**config.mk**
```make
export PLATFORM = sky130hd
export DESIGN_NAME = rotation_decoder
export DESIGN_NICKNAME = d
export VERILOG_FILES = /design/src/rtl/rotation_decoder.sv
export SDC_FILE = /design/constraint.sdc
export NUM_CORES = 1
export LEC_CHECK = 0
export CAP_MARGIN = 20
export CORE_MARGIN = 1
export CORE_UTILIZATION = 40
export DETAILED_ROUTE_END_ITERATION = 8
export PLACE_DENSITY = 0.65
export SKIP_CTS_REPAIR_TIMING = 1
export SLEW_MARGIN = 10
export SYNTH_ARGS = -nofsm -noshare
export SYNTH_HDL_FRONTEND = slang
export SYNTH_SLANG_ARGS = --single-unit
```
**constraint.sdc**
```tcl
create_clock -name clk -period 3.2 [get_ports clk]
set_input_delay 0.64 -clock clk [delete_from_list [all_inputs] [get_ports clk]]
set_output_delay 0.64 -clock clk [all_outputs]
set_load 0.01 [all_outputs]
```
**src/rtl/rotation_decoder.sv**
```systemverilog
// rotation_decoder: sequential search for the rotation amount mapping ref_in to rot_in.
// Define ROTDEC_BIDIR_EN to search left and right rotations in parallel (halves no-match latency).
module rotation_decoder #(
  parameter int WIDTH = 8,
  parameter int CNT_W = $clog2(WIDTH)
) (
  input  logic             clk,
  input  logic             rst_n,
  input  logic             start,
  input  logic [WIDTH-1:0] ref_in,
  input  logic [WIDTH-1:0] rot_in,
  output logic             busy,
  output logic             done,
  output logic             found,
  output logic [CNT_W-1:0] amount,
  output logic             dir_out
);
  typedef enum logic {IDLE, SEARCH} state_t;
  state_t state;
  logic [WIDTH-1:0] cand, tgt;
  logic [CNT_W-1:0] cnt;
  logic hit_l, hit_r, hit;
`ifdef ROTDEC_BIDIR_EN
  // candr walks right while cand walks left; both directions meet at WIDTH/2
  logic [WIDTH-1:0] candr;
  localparam logic [CNT_W-1:0] LAST = CNT_W'(WIDTH / 2);
  assign hit_r = candr == tgt;
`else
  localparam logic [CNT_W-1:0] LAST = CNT_W'(WIDTH - 1);
  assign hit_r = 1'b0;
`endif
  assign hit_l = cand == tgt;
  assign hit = hit_l || hit_r;
  always_ff @(posedge clk) begin
    if (!rst_n) begin
      state   <= IDLE;
      cand    <= '0;
      tgt     <= '0;
      cnt     <= '0;
      busy    <= 1'b0;
      done    <= 1'b0;
      found   <= 1'b0;
      amount  <= '0;
      dir_out <= 1'b0;
`ifdef ROTDEC_BIDIR_EN
      candr   <= '0;
`endif
    end else begin
      done <= 1'b0;
      if (state == IDLE) begin
        if (start) begin
          cand    <= ref_in;
          tgt     <= rot_in;
          cnt     <= '0;
          busy    <= 1'b1;
          found   <= 1'b0;
          amount  <= '0;
          dir_out <= 1'b0;
          state   <= SEARCH;
`ifdef ROTDEC_BIDIR_EN
          candr   <= ref_in;
`endif
        end
      end else if (hit || cnt == LAST) begin
        found   <= hit;
        amount  <= hit ? cnt : '0;
        dir_out <= !hit_l && hit_r;
        done    <= 1'b1;
        busy    <= 1'b0;
        state   <= IDLE;
      end else begin
        cand  <= {cand[WIDTH-2:0], cand[WIDTH-1]};
        cnt   <= cnt + 1'b1;
`ifdef ROTDEC_BIDIR_EN
        candr <= {candr[0], candr[WIDTH-1:1]};
`endif
      end
    end
  end
endmodule

```
Word level (Yosys, flattened, before mapping)
Index checks and enable logic that the tools add are counted.
{"block": "totals", "register_bits": 27, "latch_bits": 0, "mem_bits_rw": 0, "mem_bits_ro": 0, "out_inout_bits": 7, "mem_count": 0}
{"block": "classes", "addsub": 1, "mul": 0, "div_mod_pow": 0, "n_lt_le_gt_ge": 0, "eq_ne": 4, "shifts": 0, "muxes": 20, "bitwise_logic": 1, "n_reduce_logical": 6}
{"operator": "two-way mux 8 bit", "count": 3}
{"operator": "two-way mux 3 bit", "count": 6}
{"operator": "two-way mux 1 bit", "count": 11}
{"operator": "equality test 8 bit", "count": 1}
{"operator": "AND reduction 2 bit", "count": 4}
{"operator": "adder 3 x 1 -> 3 bit (second input constant)", "count": 1}
{"operator": "equality test 3 bit (second input constant)", "count": 1}
{"operator": "inequality test 2 x 1 -> 1 bit (second input constant)", "count": 1}
{"operator": "inequality test 2 bit (second input constant)", "count": 1}
{"operator": "nonzero test 2 bit", "count": 1}
{"operator": "logical OR 1 bit", "count": 1}
{"operator": "inverter 1 bit", "count": 1}

Logic depth before layout (Yosys ltp)
Gate-level depths: netlist of the first run.
{"block": "depth", "ltp_word": 4, "ltp_mapped": 7, "mapped_depth_nobuf": 6}

Least setup slack after synthesis of the first run
Ideal clock, no wire load.
{"block": "synth_path", "kind": "input to register", "from": "input start", "to": "register cand[6]", "setup_ps": 116, "arrival_time_ps": 1331, "required_time_ps": 3084, "slack_ps": 1753, "stages": 4, "path_cell_list": "nor2b_1 buf_2 o21ai_0 o211a_1"}
{"block": "synth_between", "elab_chain_cells": 2}
{"element": "start: declaration", "line": "9", "text": "input logic start,"}
{"element": "nonzero test 2 bit (no source line)"}
{"element": "AND reduction 2 bit (no source line)"}
{"element": "end signal: assignment", "line": "52", "text": "cand <= ref_in;"}
{"element": "end signal: assignment", "line": "72", "text": "cand <= {cand[WIDTH-2:0], cand[WIDTH-1]};"}
{"element": "end: declaration", "line": "20", "text": "logic [WIDTH-1:0] cand, tgt;"}
Every way passes these cells.
A chain may end at the register's enable or synchronous reset.

Final worst setup path of the first run
{"block": "layout_path", "from": "register amount[0]", "to": "output amount[0]"}
{"element": "start: declaration", "line": "15", "text": "output logic [CNT_W-1:0] amount,"}
{"element": "start signal: assignment", "line": "66", "text": "amount <= hit ? cnt : '0;"}
No word-level cell between the ends.

==> results of run 1 <==
[cell type report]
type,count,share of cell area
flip-flops and latches,26,0.350
clock buffers,3,0.0151
multi-input cells,86,0.415
clock inverters,1,0.0202
well taps,31,0.0261
repair buffers,26,0.171
inverters,1,0.00252
[synth_stat cells]
| cell type | instances |
|---|---|
| nor2b_1 | 1 |
| a21boi_0 | 10 |
| inv_1 | 1 |
| buf_4 | 1 |
| buf_2 | 2 |
| nand3b_1 | 3 |
| nand4_1 | 2 |
| buf_6 | 2 |
| ha_1 | 2 |
| dfxtp_1 | 26 |
| clkbuf_1 | 3 |
| buf_1 | 1 |
| nand2b_4 | 1 |
| o21ai_0 | 9 |
| and2_1 | 2 |
| o21a_1 | 1 |
| nor2_1 | 2 |
| a32o_1 | 3 |
| a31o_2 | 1 |
| xnor2_1 | 8 |
| o21ai_1 | 1 |
| o21bai_4 | 1 |
| mux2i_1 | 8 |
| conb_1 | 1 |
| nand2b_1 | 1 |
| nand2_1 | 19 |
| and3_1 | 1 |
| o211a_1 | 9 |
[metrics by stage]
| step | instance area [sq um] | hold slack, ns | utilization | power [W] | worst slack, ns |
|---|---|---|---|---|---|
| after detailed placement | 1440 | 0.474 | 0.512 | 0.000525 | 1.15 |
| after floorplan | 1200 | 0.453 | - | 0.000482 | 1.75 |
| final | 1490 | 0.488 | 0.531 | 0.000740 | 1.33 |
| after global routing | 1490 | 0.505 | 0.531 | 0.000779 | 1.26 |
| after global placement | 1440 | 0.469 | 0.512 | 0.000523 | 1.20 |
| after CTS | 1490 | 0.495 | 0.531 | 0.000748 | 1.31 |
[logic make-up after synthesis]
kind of cell,share of synthesized area
muxes,0.0669
and+or+nand+nor,0.133
xor gates and xnor gates,0.0585
DFF,0.435
buffers and inverters,0.0491
adders and majority gates,0.0209
AOI/OAI and AO/OA,0.234
other,0.00313
[how the worst max path moves through the flow]
stage / cells past startpoint / to
after floorplan: 4 / cand[6]
after global placement: 4 / cand[7]
after detailed placement: 4 / cand[0]
after CTS: 1 / amount[0]
after global routing: 3 / cand[7]
final: 1 / amount[0]
[routing by layer]
layer / GRT usage / share of wire / vias to the layer above
li1: - / - / 467
met1: 0.219 / 0.48 / 438
met2: 0.259 / 0.45 / 22
met3: 0.0484 / 0.054 / 2
met4: 0.0536 / 0.0099 / 0
met5: 0 / 0 / -
[state kept, by name, summed over array words and instances, names as in the netlist]
signal,flops
amount,3
busy,1
cand,8
cnt,3
done,1
found,1
state,1
tgt,8
[worst register-to-register path, stage by stage (launching register included)]
cell and delay, ns:
dfxtp_1 0.36, xnor2_1 0.22, nand4_1 0.17, o211a_1 0.41, o21bai_4 0.27, a32o_1 0.29
[power by group through the flow]
stage / clock, W / combinational [W] / sequential [W]
6_report: 0.000223 / 0.000137 / 0.000379
5_1_grt: 0.000243 / 0.000153 / 0.000384
4_1_cts: 0.000229 / 0.000139 / 0.000380
3_5_place_dp: 0 / 0.000138 / 0.000387
3_3_place_gp: 0 / 0.000136 / 0.000386
2_1_floorplan: 0 / 0.000106 / 0.000375
==> impl_metrics.json, run 1 <==
{
  "syn_area_sq_um": 1200,
  "ys_warn_count": 0,
  "diodes": 0,
  "layout_commonest_cell": "dfxtp_1",
  "dpl.hpwl_um": 1660,
  "worstPathRequired_ns": 2.56,
  "worst_pin_slew_ns": 0.716,
  "grt_max_degree": 18,
  "max_clock_freq_mhz": 534,
  "synth_top_area_frac": 0.435,
  "hold_path.startpoint": "tgt[3]",
  "critPathMaxFanout": 2,
  "synth_cells": 122,
  "final_cells": 174,
  "synth_cell_types": 28,
  "violations": "DRC",
  "clk_pin_slew_ns": 0.13,
  "crit_buf_inv": 1,
  "start_util": 0.427,
  "reg2reg_setup_slack_ns": 1.39,
  "drc_errors": 4,
  "ys_seq_elements": 26,
  "syn_avg_cell_area_sq_um": 9.81,
  "p_clk_frac": 0.301,
  "r2r-end": "amount[1]",
  "crit_type": "flop to primary output",
  "via_per_inst": 5.34,
  "p_switching_w": 0.000184,
  "skew_ns": 0.00990,
  "grt_pass1_wl_um": 4050,
  "clk_latency_ns": 0.33,
  "drt_iter0_drc": 23,
  "htreeDepth": 1,
  "root_buffer": "clkbuf_4",
  "areaGrowthSynthToFinish_pct": 24.3,
  "dp_cells": 170,
  "dieHeight_um": 56.7,
  "grt_pass1_vias": 865,
  "num_vias": 929,
  "cp-end-kind": "primary output",
  "gp_congestion": 0.707,
  "hold_viol": 0,
  "synthTopCellsByArea": "dfxtp_1 43%, o211a_1 7.5%, mux2i_1 6.7%",
  "seqCellArea_sq_um": 520,
  "io_pins": 26,
  "io_buffers": 24,
  "slew_headroom": 0.522,
  "clk_path_buf_depth": 2,
  "routed_wl_um": 2320,
  "cp-startpoint": "amount[0]",
  "synth_seq_area_share": 0.435,
  "cp_slowest_cell": "clkdlybuf4s50_1",
  "first_pass_iters": 6,
  "rows": 19,
  "syn-num-nets": 143,
  "hold_end": "tgt[3]",
  "wl_per_cell_um": 13.3,
  "mostFrequentLayoutCells": "26 x dfxtp_1, 24 x clkdlybuf4s50_1, 19 x nand2_1",
  "power_density_nw_per_um2": 497,
  "slew_viol_final": 0,
  "worstPathCellList": "clkdlybuf4s50_1",
  "drive_gt1_frac": 0.0629,
  "min_period_over_period": 0.586,
  "multi_input_comb_area_sq_um": 618,
  "cts_buffers": 3,
  "p_leak_nw": 0.611,
  "gr-total-overflow": 0,
  "cts.sink_count": 26,
  "num-fill-cells": 269,
  "grtUsageTotal": 0.166,
  "postRouteAntennaNets": 0,
  "reg2reg_depth": 5,
  "maxCapViolations": 0,
  "outcome": "complete, but fails checks",
  "yosys.area.top_type": "dfxtp_1",
  "critPathTopFamily": "buffers and inverters",
  "die_width_um": 56.7,
  "min_path_type": "flop to flop",
  "worst_setup_path_start_kind": "flop",
  "critPathMaxStageDelay_ns": 0.55,
  "vdd_ir_drop_max_uv": 438,
  "tns_ns": 0,
  "internal_power_w": 0.000555,
  "power_frac_seq": 0.513,
  "p_comb_frac": 0.186,
  "critical_path_arrival_ns": 1.23,
  "r2r_start": "cand[1]",
  "dieArea_sq_um": 3220,
  "holdPathStages": 2,
  "antenna_found_initial": 0,
  "setup_viol": 0,
  "grt_setup_unrepaired": "no",
  "cts_tree": "yes",
  "core_sq_um": 2810,
  "min_period_ns": 1.87,
  "switching_share": 0.249,
  "layout.nets": 165
}
No activity file was read; power rests on OpenSTA's default activity.
==> run 2, diff against run 1 <==
==> constraint.sdc (replaced) <==
create_clock -name clk -period 1.85 [get_ports clk]
set_input_delay 0.37 -clock clk [delete_from_list [all_inputs] [get_ports clk]]
set_output_delay 0.37 -clock clk [all_outputs]
set_load 0.01 [all_outputs]
==> run 2 against run 1 <==
The flow still finishes with violations (DRC). Non-clock buffer count up 4. First-iteration DRC count up 30%. Largest power group unchanged. Register-to-register slack worse by 1.2 ns. Final area up 2.0%. Utilization up 1.1 points. Clock power up 78%. Global-route usage down 0.27 points. Flip-flop and latch count unchanged.
==> impl_metrics.json, run 2 (synthesis gave the netlist of run 1 again) <==
{
  "postRouteAntennaNets": 0,
  "reg2reg_depth": 5,
  "p_leak_nw": 0.630,
  "outcome": "complete, but fails checks",
  "top_regs": "cand x8, tgt x8",
  "setup_viol": 0,
  "start_util": 0.427,
  "crit_type": "flop to flop",
  "io_pins": 26,
  "p_switching_w": 0.000330,
  "grtUsageTotal": 0.163,
  "violations": "DRC",
  "rows": 19,
  "wl_per_cell_um": 13.3,
  "hold_viol": 0,
  "power_density_nw_per_um2": 856,
  "drt_iter0_drc": 30,
  "vdd_ir_drop_max_uv": 340,
  "switching_share": 0.254,
  "tns_ns": 0,
  "layout_commonest_cell": "dfxtp_1",
  "gr-total-overflow": 0,
  "clk_path_buf_depth": 2,
  "max_clock_freq_mhz": 601,
  "maxCapViolations": 0,
  "num_vias": 934,
  "min_period_ns": 1.66,
  "worstPathRequired_ns": 2.09,
  "critPathMaxFanout": 11,
  "grt_pass1_vias": 894,
  "grt_max_degree": 18,
  "skew_ns": 0.00509,
  "p_clk_frac": 0.305,
  "holdPathStages": 2,
  "hold_path.startpoint": "tgt[1]",
  "first_pass_iters": 6,
  "drive_gt1_frac": 0.0884,
  "hold_end": "tgt[1]",
  "min_path_type": "flop to flop",
  "layout.nets": 169,
  "clk_pin_slew_ns": 0.15,
  "dpl.hpwl_um": 1760,
  "htreeDepth": 1,
  "diodes": 0,
  "r2r_start": "cand[1]",
  "reg2reg_setup_slack_ns": 0.19,
  "dieArea_sq_um": 3220,
  "die_width_um": 56.7,
  "routed_wl_um": 2370,
  "internal_power_w": 0.000970,
  "gp_congestion": 0.769,
  "final_cells": 178,
  "dp_cells": 174,
  "root_buffer": "clkbuf_4",
  "grt_pass1_wl_um": 4080,
  "num-fill-cells": 292,
  "drc_errors": 5,
  "place_ws_ns": 0.192,
  "cts_buffers": 3,
  "via_per_inst": 5.25,
  "areaGrowthSynthToFinish_pct": 26.9,
  "core_sq_um": 2810,
  "io_buffers": 24,
  "grt_setup_unrepaired": "no",
  "clk_latency_ns": 0.33,
  "mostFrequentLayoutCells": "26 x dfxtp_1, 24 x clkdlybuf4s50_1, 19 x nand2_1",
  "r2r-end": "amount[0]",
  "slew_viol_final": 0,
  "dieHeight_um": 56.7,
  "cts_tree": "yes",
  "antenna_found_initial": 0,
  "power_frac_seq": 0.498,
  "critical_path_arrival_ns": 1.90,
  "cp-end-kind": "flop",
  "layout_setup_ws_ns": 0.187,
  "cts.sink_count": 26,
  "min_period_over_period": 0.899,
  "worst_setup_path_start_kind": "flop",
  "p_comb_frac": 0.197
}
==> run 2: cell types whose count changed in the layout (fill, tap and decap cells not counted) <==
cell	before	now
buf_4	2	6
==> run 2: layout make-up <==
cell class | count | area [sq um] | share of cell area
Clock buffer | 3 | 22.5 | 0.0148
Clock inverter | 1 | 30.0 | 0.0198
Inverter | 1 | 3.75 | 0.00247
Multi-Input combinational cell | 86 | 618 | 0.407
Sequential cell | 26 | 520 | 0.343
Tap cell | 31 | 38.8 | 0.0255
Timing Repair Buffer | 30 | 285 | 0.188
==> run 2: critical path, cell delays in order, from the launching register on <==
cell	delay, ns
dfxtp_1	0.42
xnor2_1	0.13
nand4_1	0.15
o211a_1	0.37
o21bai_4	0.24
a32o_1	0.27
==> run 2: metrics by stage <==
step / total power (W) / util / area (sq um) / hold slack (ns)
3_5_place_dp: 0.000919 / 0.523 / 1470 / 0.472
6_report: 0.00130 / 0.541 / 1520 / 0.483
2_1_floorplan: 0.000833 / - / 1200 / 0.453
5_1_grt: 0.00137 / 0.541 / 1520 / 0.515
4_1_cts: 0.00131 / 0.541 / 1520 / 0.491
3_3_place_gp: 0.000913 / 0.523 / 1470 / 0.465
==> run 2: worst max-delay path by stage <==
stage	start	endpoint	slack, ns
floorplan	cand[1]	cand[0]	0.43
global placement	cand[1]	amount[0]	0.21
detailed placement	cand[1]	amount[0]	0.19
CTS	cand[1]	amount[0]	0.18
global route	cand[4]	cand[3]	0.06
finish	cand[1]	amount[0]	0.19
==> run 2: power by group through the flow <==
stage,Clock (W),Combinational (W),Sequential [W]
3_5_place_dp,0,0.000259,0.000660
5_1_grt,0.000425,0.000285,0.000655
2_1_floorplan,0,0.000184,0.000649
6_report,0.000396,0.000256,0.000648
3_3_place_gp,0,0.000254,0.000659
4_1_cts,0.000401,0.000260,0.000648
==> run 2: routing by layer <==
layer  track usage  share of wire  vias to the layer above
li1              -              -                      474
met1         0.210           0.50                      437
met2         0.264           0.44                       19
met3        0.0230          0.040                        4
met4        0.0857          0.019                        0
met5             0              0                        -
==> run 3, diff against run 2 <==
--- a/config.mk
+++ b/config.mk
@@ -5,7 +5,8 @@
 export SDC_FILE = /design/constraint.sdc
 export NUM_CORES = 1
 export LEC_CHECK = 0
-export CAP_MARGIN = 20
+export CAP_MARGIN = 0
+export CORE_ASPECT_RATIO = 2
 export CORE_MARGIN = 1
 export CORE_UTILIZATION = 40
 export DETAILED_ROUTE_END_ITERATION = 8
==> run 3 against run 2 <==
The flow now finishes without violations. Global-route usage is 2.1 points higher. Setup slack better by 0.046 ns. Routed wire length is 9.5% higher. Combinational power is 5% higher. Critical path depth stayed put. Largest cell class unchanged.
==> impl_metrics.json, run 3 (synthesis gave the netlist of run 1 again) <==
{
  "layout.nets": 170,
  "maxCapViolations": 0,
  "vdd_ir_drop_max_uv": 542,
  "clk_latency_ns": 0.28,
  "top_regs": "cand x8, tgt x8",
  "power_frac_seq": 0.465,
  "drc_errors": 0,
  "num_vias": 946,
  "critical_path_arrival_ns": 1.79,
  "outcome": "completed",
  "grtUsageTotal": 0.185,
  "clk_pin_slew_ns": 0.09,
  "setup_viol": 0,
  "clk_path_buf_depth": 2,
  "core_sq_um": 2800,
  "slew_viol_final": 0,
  "cp-end-kind": "flop",
  "first_pass_iters": 5,
  "cts.sink_count": 26,
  "htreeDepth": 1,
  "layout_setup_ws_ns": 0.232,
  "dieArea_sq_um": 3230,
  "min_period_ns": 1.62,
  "hold_viol": 0,
  "drt_iter0_drc": 11,
  "internal_power_w": 0.00104,
  "grt_pass1_vias": 962,
  "io_buffers": 24,
  "tns_ns": 0,
  "gp_congestion": 0.720,
  "p_switching_w": 0.000344,
  "cts_buffers": 3,
  "dpl.hpwl_um": 1920,
  "worstPathRequired_ns": 2.02,
  "power_density_nw_per_um2": 899,
  "diodes": 0,
  "p_comb_frac": 0.193,
  "max_clock_freq_mhz": 618,
  "grt_pass1_wl_um": 4130,
  "postRouteAntennaNets": 0,
  "crit_type": "flop to flop",
  "dieHeight_um": 79.4,
  "place_ws_ns": 0.194,
  "switching_share": 0.248,
  "via_per_inst": 5.34,
  "drive_gt1_frac": 0.0946,
  "mostFrequentLayoutCells": "26 x dfxtp_1, 24 x clkdlybuf4s50_1, 19 x nand2_1",
  "reg2reg_depth": 5,
  "p_clk_frac": 0.342,
  "num-fill-cells": 256,
  "antenna_found_initial": 0,
  "cts_tree": "yes",
  "routed_wl_um": 2600,
  "holdPathStages": 2,
  "min_path_type": "flop to flop",
  "areaGrowthSynthToFinish_pct": 28.8,
  "grt_setup_unrepaired": "no",
  "min_period_over_period": 0.874,
  "wl_per_cell_um": 14.7,
  "rows": 27,
  "layout_commonest_cell": "dfxtp_1",
  "skew_ns": 0.00643,
  "io_pins": 26,
  "gr-total-overflow": 0,
  "die_width_um": 40.7,
  "worst_setup_path_start_kind": "flop",
  "root_buffer": "clkbuf_8",
  "start_util": 0.427,
  "critPathMaxFanout": 10,
  "grt_max_degree": 18,
  "p_leak_nw": 0.643
}
run 3: area by class of cell:
type,instances,area (sq um),share of cell area
clock inverter,1,30.0,0.0195
clock buffer,3,41.3,0.0268
tap,29,36.3,0.0235
multi-input combinational,86,618,0.401
sequential,26,520,0.337
inverter,1,3.75,0.00243
timing repair buffer,31,293,0.190
run 3: final timing paths:
| check | start | slack, ns | to |
|---|---|---|---|
| setup / recovery | tgt[1] | 0.23 | amount[1] |
| hold / removal | tgt[6] | 0.48 | tgt[6] |
| setup reg to reg | tgt[1] | 0.23 | amount[1] |
| hold reg to reg | tgt[6] | 0.48 | tgt[6] |
run 3: per-layer routing:
layer,wire length (um),vias to the layer above,GRT usage
li1,-,478,-
met1,1060,431,0.205
met2,1310,28,0.305
met3,92,9,0.0195
met4,127,0,0.120
met5,0,-,0
run 3: through the flow:
stage	instance area, sq um	power [W]	hold slack (ns)	instances	utilization
after floorplan	1200	0.000833	0.453	122	-
after CTS	1540	0.00140	0.490	177	0.550
after global routing	1540	0.00144	0.516	177	0.550
after detailed placement	1470	0.000927	0.477	173	0.525
final	1540	0.00139	0.485	177	0.550
after global placement	1470	0.000923	0.467	173	0.525
run 3: power groups by stage:
| stage | sequential (W) | combinational, W | clock, W |
|---|---|---|---|
| after floorplan | 0.000649 | 0.000184 | 0 |
| after global routing | 0.000650 | 0.000295 | 0.000499 |
| final | 0.000645 | 0.000268 | 0.000474 |
| after global placement | 0.000658 | 0.000265 | 0 |
| after CTS | 0.000646 | 0.000270 | 0.000483 |
| after detailed placement | 0.000659 | 0.000268 | 0 |
run 3: critical path, cell delays in order, from the launching register on:
cell      delay [ns]
dfxtp_1         0.40
xnor2_1         0.14
nand4_1         0.15
o211a_1         0.35
o21bai_4        0.22
a32o_1          0.26
